===== src/rtl/rx_engine.sv =====
// rtl/rx_engine.sv - UART 8N1 receive engine with oversampled majority-vote bit recovery
module rx_engine #(
    parameter int OSR = 16
) (
    input  logic       clk_i,
    input  logic       reset_n_i,
    input  logic       osr_tick_i,
    input  logic       rx_en_i,
    input  logic       rx_data_i,
    output logic       rx_fifo_wen_o,
    output logic [7:0] rx_fifo_wdata_o,
    output logic       rx_frame_err_o,
    output logic       rx_break_o,
    output logic       rx_busy_o
);

    localparam int TW = $clog2(OSR);
    localparam logic [TW-1:0] T_LAST = TW'(OSR - 1);
    localparam logic [TW-1:0] T_S0   = TW'(OSR / 2 - 1);
    localparam logic [TW-1:0] T_S1   = TW'(OSR / 2);
    localparam logic [TW-1:0] T_S2   = TW'(OSR / 2 + 1);

    typedef enum logic [1:0] {
        IDLE,
        START,
        DATA,
        STOP
    } state_t;

    state_t        state;
    logic          rx_meta;
    logic          rx_s;
    logic          rx_prev;
    logic [TW-1:0] tick_cnt;
    logic [2:0]    bit_cnt;
    logic [2:0]    samples;
    logic [7:0]    shift_reg;

    logic          sample_hit;
    logic          bit_end;
    logic          stop_eval;
    logic [2:0]    samples_nxt;
    logic          vote;

    // Two-flop synchronizer plus edge register; idle-high reset so no false start
    always_ff @(posedge clk_i or negedge reset_n_i) begin
        if (!reset_n_i) begin
            rx_meta <= 1'b1;
            rx_s    <= 1'b1;
            rx_prev <= 1'b1;
        end else begin
            rx_meta <= rx_data_i;
            rx_s    <= rx_meta;
            rx_prev <= rx_s;
        end
    end

    // Mid-bit sampling window and vote; the vote folds in the sample taken this
    // tick so the stop bit can be judged on the third sample itself
    always_comb begin
        sample_hit  = osr_tick_i && ((tick_cnt == T_S0) || (tick_cnt == T_S1) || (tick_cnt == T_S2));
        bit_end     = osr_tick_i && (tick_cnt == T_LAST);
        stop_eval   = osr_tick_i && (tick_cnt == T_S2);
        samples_nxt = sample_hit ? {samples[1:0], rx_s} : samples;
        vote        = (samples_nxt[0] & samples_nxt[1]) |
                      (samples_nxt[0] & samples_nxt[2]) |
                      (samples_nxt[1] & samples_nxt[2]);
    end

    // Frame FSM with registered pulse outputs and busy flag
    always_ff @(posedge clk_i or negedge reset_n_i) begin
        if (!reset_n_i) begin
            state           <= IDLE;
            tick_cnt        <= '0;
            bit_cnt         <= '0;
            samples         <= '0;
            shift_reg       <= '0;
            rx_fifo_wen_o   <= 1'b0;
            rx_fifo_wdata_o <= '0;
            rx_frame_err_o  <= 1'b0;
            rx_break_o      <= 1'b0;
            rx_busy_o       <= 1'b0;
        end else begin
            rx_fifo_wen_o  <= 1'b0;
            rx_frame_err_o <= 1'b0;
            rx_break_o     <= 1'b0;

            if ((state != IDLE) && !rx_en_i) begin
                state     <= IDLE;
                rx_busy_o <= 1'b0;
            end else begin
                if ((state != IDLE) && osr_tick_i) begin
                    samples  <= samples_nxt;
                    tick_cnt <= bit_end ? '0 : tick_cnt + TW'(1);
                end

                case (state)
                    IDLE: begin
                        if (rx_en_i && rx_prev && !rx_s) begin
                            state     <= START;
                            rx_busy_o <= 1'b1;
                            tick_cnt  <= '0;
                            samples   <= '0;
                        end
                    end
                    START: begin
                        if (bit_end) begin
                            if (!vote) begin
                                state   <= DATA;
                                bit_cnt <= '0;
                            end else begin
                                state     <= IDLE;
                                rx_busy_o <= 1'b0;
                            end
                        end
                    end
                    DATA: begin
                        if (bit_end) begin
                            shift_reg <= {vote, shift_reg[7:1]};
                            if (bit_cnt == 3'd7) begin
                                state <= STOP;
                            end else begin
                                bit_cnt <= bit_cnt + 3'd1;
                            end
                        end
                    end
                    STOP: begin
                        if (stop_eval) begin
                            if (vote) begin
                                rx_fifo_wen_o   <= 1'b1;
                                rx_fifo_wdata_o <= shift_reg;
                            end else begin
                                rx_frame_err_o <= 1'b1;
                                rx_break_o     <= (shift_reg == 8'h00);
                            end
                            state     <= IDLE;
                            rx_busy_o <= 1'b0;
                        end
                    end
                    default: begin
                        state     <= IDLE;
                        rx_busy_o <= 1'b0;
                    end
                endcase
            end
        end
    end

endmodule


===== config.mk =====
export PLATFORM = sky130hd
export DESIGN_NAME = rx_engine
export DESIGN_NICKNAME = d
export VERILOG_FILES = /design/src/rtl/rx_engine.sv
export SDC_FILE = /design/constraint.sdc
export NUM_CORES = 1
export LEC_CHECK = 0
export CORE_ASPECT_RATIO = 1.1
export CORE_MARGIN = 2
export CORE_UTILIZATION = 40
export CTS_CLUSTER_SIZE = 14
export DETAILED_ROUTE_END_ITERATION = 8
export HOLD_SLACK_MARGIN = 0.02
export PLACE_DENSITY = 0.71
export SLEW_MARGIN = 20
export SYNTH_ARGS = -nofsm -noshare
export SYNTH_HDL_FRONTEND = slang
export SYNTH_SLANG_ARGS = --single-unit

===== constraint.sdc =====
create_clock -name clk_i -period 2.6 [get_ports clk_i]
set_input_delay 0.78 -clock clk_i [delete_from_list [all_inputs] [get_ports clk_i]]
set_output_delay 0.78 -clock clk_i [all_outputs]
set_load 0.05 [all_outputs]

==> results of run 1 <==
==> cell usage after synthesis <==
cell | instances | share of area [%]
a211o_1 | 1 | 0.50
a21oi_1 | 9 | 2.6
a21oi_2 | 1 | 0.50
a221o_1 | 1 | 0.57
a22oi_1 | 1 | 0.43
a311oi_1 | 2 | 1.0
a31oi_1 | 1 | 0.36
a32o_1 | 2 | 1.1
and2_1 | 3 | 1.1
and3_1 | 3 | 1.1
and4b_1 | 1 | 0.57
buf_2 | 1 | 0.29
clkbuf_1 | 4 | 0.86
dfrtp_1 | 32 | 46
dfstp_2 | 3 | 4.5
ha_1 | 9 | 6.4
inv_1 | 10 | 2.1
maj3_1 | 1 | 0.57
mux2_2 | 17 | 11
mux2i_1 | 2 | 1.1
nand2_1 | 13 | 2.8
nand3_1 | 2 | 0.57
nand3b_1 | 2 | 0.86
nand4_1 | 1 | 0.36
nand4b_1 | 2 | 1.0
nor2_1 | 9 | 1.9
nor2b_1 | 2 | 0.72
nor3_1 | 1 | 0.29
nor4_1 | 2 | 0.72
nor4b_1 | 1 | 0.50
o211ai_1 | 3 | 1.3
o21ai_0 | 14 | 4.0
o311a_1 | 1 | 0.57
o31ai_1 | 1 | 0.43
or2_1 | 1 | 0.36
or4_1 | 1 | 0.43
or4b_1 | 1 | 0.57
==> worst max-delay path by stage <==
stage	from	end	slack, ns	cells past startpoint
5_1_grt	osr_tick_i	state[1]	0.004	6
2_1_floorplan	osr_tick_i	rx_fifo_wdata_o[0]	0.35	5
3_3_place_gp	osr_tick_i	rx_fifo_wdata_o[6]	-0.17	7
4_1_cts	osr_tick_i	state[1]	0.09	6
3_5_place_dp	osr_tick_i	state[1]	-0.21	6
6_report	osr_tick_i	state[1]	0.08	6
==> metal layers <==
layer | routed length [um] | vias to the layer above | part of all wire, %
met2 | 1650 | 27 | 48
met5 | 0 | - | 0
met4 | 73 | 0 | 2.1
li1 | - | 641 | -
met3 | 137 | 7 | 4.0
met1 | 1580 | 644 | 46
==> power groups by stage <==
stage	Sequential (mW)	Clock (mW)	Combinational (mW)
after CTS	0.637	0.409	0.408
after global routing	0.644	0.431	0.459
after global placement	0.646	0	0.400
after floorplan	0.655	0	0.267
final	0.636	0.391	0.405
after detailed placement	0.648	0	0.407
==> stage by stage <==
stage	util (%)	total power, mW	hold WS, ns	worst slack, ns	TNS, ns
final	50.8	1.43	0.356	0.0819	0
after global routing	50.8	1.53	0.363	0.00354	0
after CTS	50.8	1.45	0.358	0.0949	0
after detailed placement	48.7	1.05	0.347	-0.211	-2.35
after global placement	48.7	1.05	0.346	-0.169	-1.93
after floorplan	-	0.922	0.345	0.354	0
==> logic make-up (layout without fill, tap and decap cells) <==
kind of cell             after synthesis  count (layout)  synth area share [%]
AND/OR/NAND/NOR                       45              45                  13.8
multiplexers                          19              19                  12.1
buffers and inverters                 15              48                  3.29
AO/OA/AOI/OAI                         37              37                  13.4
flip-flops                            35              35                  50.4
adder cells (fa/ha/maj)               10              10                  7.02
==> cell type report <==
class | count | area (um2)
clock inverters | 3 | 20.0
clock buffers | 5 | 68.8
flip-flops and latches | 35 | 880
well taps | 54 | 67.6
inverters | 10 | 37.5
repair buffers | 30 | 278
multi-input cells | 111 | 810
fillers | 407 | 2090
==> summary.md, run 1 <==
| Metric | Value |
|---|---|
| Outcome | finished, final reports clean |
| Worst Path Buf+Inv | 1 |
| Met2 usage in global routing | approximately a quarter |
| Clock group share of total power | 27.3% |
| Layout cells sized above 1 | approximately 22% |
| Port Buffers | 16 |
| GR peak layer | met2 |
| Syn Inst Count | 161 |
| Setup CP Type | input pin to flop |
| RR Startpoint | tick_cnt[0] |
| Critical-path maximum fanout | 3 |
| CTS resizes | 0 |
| Period Utilization, post-route | around 97% |
| Antenna Nets Post-Route | 0 |
| Clock Path Buffers | 2 |
| # setup viols final | 0 |
| Synthesized area | 1750 um2 |
| DP HPWL | around 2.5 mm |
| Starting density of the core | 41.1% |
| Commonest non-fill, non-tap cells in the layout | 32 x dfrtp_1, 17 x mux2_2, 16 x clkdlybuf4s50_1 |
| Leakage | between 0.9 and 1 nW |
| Clock Skew | 0.00654 ns |
| Core area | 4250 um2 |
| Ant. Diodes | 0 |
| Hold path depth | 0 |
| Final count of pins violating max slew | 0 |
| Met3 GRT Util | 4.29% |
| Final wirelength | around 3.4 mm |
| Most common cell after layout, fill and taps aside | dfrtp_1 |
| CTS H-tree lvls | 2 |
| Placed Cells | 240 |
| Initial drt markers | 53 |
| Final GP Congestion | 0.828 |
| Crit-path cells | clkdlybuf4s50_1 -> nand2_1 -> o311a_1 -> a221o_1 -> or4b_1 -> a21oi_1 |
| Top Family by Delay on Critical Path | compound AO/OA/AOI/OAI gates |
| Post-route minimum period | roughly 2.5 ns |
| Max cap viols | 0 |
| Worst Tran Pin Value | 0.505 ns |
| Drt first pass iters | 4 |
| RSZ-0062 raised after global routing | no |
| Slowest cell delay on critical path | 0.50 ns |
| Critical Path Sink Type | flop |
| Combinational group share of total power | 28.3% |
| Syn Nets | 175 |
| I/O pins | 17 |
| Postcts setup bufs | 0 |
| Placed cell area | a little over 2000 um2 |
| Synth unique cells | 37 |
| WP data arrival | 2.73 ns |
| Slack of the worst reg-to-reg path | 0.32 ns |
| CP max-delay cell | clkdlybuf4s50_1 |
| First-pass GRT wire length | 5.89 mm |
| GR Util All Layers | 16.4% |
| Hold Buf Count CTS | 0 |
| Drt via density | between 5 and 6 |
| Initial antenna violation count | 0 |
| Clk_lat worst skew | 0.29 ns |
| Largest net degree at the start of global routing | 36 |
| Total die area | 4910 um2 |
| Worst Hold Launch | rx_meta |
| Yosys reg bits | 35 |
| Max_slew headroom | between 60% and 70% |
| Clk root buf | clkbuf_8 |
| Startpoint types | input pin |
| Die Y-Extent | 73.3 um |
| Cell Pwr Density | around 660 nW/um2 |
| CTS Buf Count | 5 |
| Row count | 25 |
| Gr ovfl total | 0 |
| Final instance area | 2160 um2 |
| FMAX | 0.397 GHz |
| Number of global-route vias before repair | 1,280 |
| NetSw | ~0.5 mW |
| Synth Warn # | 0 |
| Sequential fraction of the synthesis area | 50.4% |
| Routing usage on met1 | 20.3% |
| Wirelength per Cell | 13.9 um |
| Fin cells | 248 |
| Final net count | 207 |
| Final Hold Fails | 0 |
| Syn Area/Cell | about 11 um2 |
| CTS tree | built |
| Area growth from synthesis to layout | 23.7% |
| Sw frac | 34.2% |
| FF-to-FF path depth | 7 |
| Crit path required time | 2.82 ns |
| HP Class | flop to flop |
| Seq pwr share | 44.4% |
| Clock Sink Count | 35 |
| Hold EP | rx_s |
| DR vias | 1,319 |
| Die X | 67.0 um |
| Post-route DRC | 0 |
| Int Pwr | 0.943 mW |
| Worst R2R End | state[1] |
| Peak supply drop | 0.384 mV |
| Clock transition at the registers of the reported paths | 0.07 ns |
Note: power is estimated with default switching activity, not from simulation.
==> run 2: changes to the inputs <==
- ABC_AREA: default -> 1
- MAX_ROUTING_LAYER: default -> met4
==> summary.md, run 2 <==
| Metric | Value |
|---|---|
| Starting density of the core | 42.2% (+1.2 points) |
| Final net count | 256 (+24%) |
| Synth Warn # | 0 (unchanged) |
| Post-route DRC | 0 (unchanged) |
| RSZ-0062 raised after global routing | no |
| TNS Setup | 0 ns (unchanged) |
| Antenna Nets Post-Route | 0 (unchanged) |
| Startpoint types | flop |
| Top-count cell post-synth | nand2_1 |
| Commonest non-fill, non-tap cells in the layout | 52 x nand2_1, 32 x dfrtp_1, 30 x inv_1 |
| Top-area cell type share of the netlist area | 43.6% (-2.2 points) |
| Largest net degree at the start of global routing | 36 (unchanged) |
| Design Power | 2.18 mW (+52%) |
| Cell Pwr Density | 993 nW/um2 (+50%) |
| Sequential fraction of the synthesis area | 47.9% (-2.5 points) |
| Clock Skew | 0.00476 ns (-0.00178 ns) |
| Die X | 68.6 um (+2.4%) |
| Largest area contributor in the netlist | dfrtp_1 |
| Postcts setup bufs | 0 (unchanged) |
| Placed cell area | 2070 um2 (-0.18%) |
| Syn Nets | 232 (+33%) |
| Ys flop type | dfrtp_1 |
| Synth unique cells | 25 (-32%) |
| Die Y-Extent | 75.1 um (+2.4%) |
| CTS tree | built |
| Number of global-route vias before repair | 1,369 (+7.0%) |
| Synthesized area | 1840 um2 (+5.2%) |
| Peak supply drop | 0.562 mV (+46%) |
| Wirelength per Cell | 11.4 um (-18%) |
| Final Hold Fails | 0 (unchanged) |
| Final instance area | 2190 um2 (+1.3%) |
| Clock Path Buffers | 2 (unchanged) |
| Core area | 4350 um2 (+2.2%) |
| DR vias | 1,425 (+8.0%) |
| Worst Path Buf+Inv | 1 (unchanged) |
| Worst Tran Pin Value | 0.498 ns (-0.00654 ns) |
| Slowest cell delay on critical path | 0.81 ns (+0.31 ns) |
| Hold Buf Count CTS | 0 (unchanged) |
| Yosys reg bits | 35 (unchanged) |
| Setup CP Type | flop to output pin |
| Area growth from synthesis to layout | 19.2% |
| Layout cells sized above 1 | 15.2% (-6.9 points) |
| Slack of the worst reg-to-reg path | 0.64 ns (+0.32 ns) |
| WHS | 0.360 ns (+0.00407 ns) |
| Drt first pass iters | 4 (unchanged) |
| Post-route minimum period | 2.25 ns (-0.270 ns) |
| Total die area | 5150 um2 (+4.9%) |
| Leakage | 1.11 nW (+11%) |
| # setup viols final | 0 (unchanged) |
| Area contributors post-synth | dfrtp_1 44%, nand2_1 11%, ha_1 6.1%, inv_1 6.1%, nand3_1 4.9% |
| Top Family by Delay on Critical Path | buffers and inverters |
| Initial drt markers | 81 (+53%) |
| Clock transition at the registers of the reported paths | 0.07 ns (about the same) |
| Crit path required time | 1.82 ns (-1.00 ns) |
| Outcome | finished, final reports clean |
| Final wirelength | 3.37 mm (-1.8%) |
| Clock Sink Count | 35 (unchanged) |
| Critical-path maximum fanout | 2 (-1) |
| GR Util All Layers | 16.6% (+0.25 points) |
| Clk root buf | clkbuf_8 |
| Syn Inst Count | 218 (+35%) |
| Ant. Diodes | 0 (unchanged) |
| Initial antenna violation count | 0 (unchanged) |
| Crit-path cells | clkdlybuf4s50_1 |
| Critical Path Sink Type | output pin |
| HP Class | flop to flop |
| Drt via density | 4.80 (-9.8%) |
| First-pass GRT wire length | 6.09 mm (+3.3%) |
| EDFF count, synth | 0 (unchanged) |
| Final count of pins violating max slew | 0 (unchanged) |
| DP HPWL | 2.51 mm (+1.6%) |
| Port Buffers | 16 (unchanged) |
| Synth cell count leaders | 52 x nand2_1, 32 x dfrtp_1, 30 x inv_1 |
| Max_slew headroom | 66.7% (+0.44 points) |
| Syn Area/Cell | 8.43 um2 (-22%) |
| FMAX | 0.445 GHz (+12%) |
| CTS resizes | 0 (unchanged) |
| WP data arrival | 1.47 ns (-1.26 ns) |
| Period Utilization, post-route | 86.5% (-10 points) |
| Most common cell after layout, fill and taps aside | nand2_1 |
| CTS H-tree lvls | 2 (unchanged) |
| CTS Buf Count | 5 (unchanged) |
| Final GP Congestion | 0.810 (-2.2%) |
| CP max-delay cell | clkdlybuf4s50_1 |
| Row count | 25 (unchanged) |
| Max cap viols | 0 (unchanged) |
| Gr ovfl total | 0 (unchanged) |
| Synth async-reset ratio | 100% (unchanged) |
| I/O pins | 17 (unchanged) |
| Clk_lat worst skew | 0.29 ns (about the same) |
==> run 2: cell count changes in the layout (fill, tap and decap cells not counted), sizes merged, moves of 6 or more <==
cell   previous run  this run
nand2            13        64
inv              10        33
o21ai            14        24
mux2             17         0
a21oi            10         4
nand3             2        18
nor2              9        17
buf              14         3
==> run 2: layout make-up <==
| class | instances | area (um2) |
|---|---|---|
| fillers | 425 | 2160 |
| flip-flops and latches | 35 | 880 |
| multi-input cells | 149 | 818 |
| repair buffers | 19 | 183 |
| inverters | 32 | 120 |
| clock buffers | 6 | 82.6 |
| well taps | 54 | 67.6 |
| clock inverters | 2 | 38.8 |
==> run 2: per-stage QoR <==
stage	instances	worst slack [ns]	utilization, %
finish	297	0.352	50.4
global placement	289	0.148	47.6
floorplan	218	0.862	-
global route	297	0.150	50.4
detailed placement	289	0.104	47.6
CTS	297	0.329	50.4
==> run 2: routing by layer <==
metal / track usage, % / vias to the layer above / share of wire (%)
met4: 6.00 / 0 / 1.7
met3: 4.93 / 6 / 4.3
met2: 24.6 / 23 / 46
li1: - / 743 / -
met5: - / - / 0
met1: 21.6 / 653 / 48
==> run 2: cells by family after synthesis <==
logic type | count (synthesis) | synth area share, %
compound gates | 34 | 11.8
fa+ha+maj | 9 | 6.13
buf+inv | 34 | 7.56
flops | 35 | 47.9
simple gates | 106 | 26.6
==> run 2: worst paths after layout <==
| kind | from | end | cells past startpoint |
|---|---|---|---|
| worst max-delay path | rx_fifo_wdata_o[5] | rx_fifo_wdata_o[5] | 1 |
| worst min-delay path | rx_meta | rx_s | 0 |
| worst max register to register | state[0] | rx_busy_o | 10 |
| worst min register to register | rx_meta | rx_s | 0 |
| max in group asynchronous | reset_n_i | rx_s | 2 |
| min in group asynchronous | reset_n_i | shift_reg[2] | 2 |
==> run 2: power breakdown <==
part / switching [mW] / internal, mW / total (mW)
Clock: 0.200 / 0.315 / 0.515
Combinational: 0.578 / 0.311 / 0.889
Sequential: 0.101 / 0.671 / 0.771
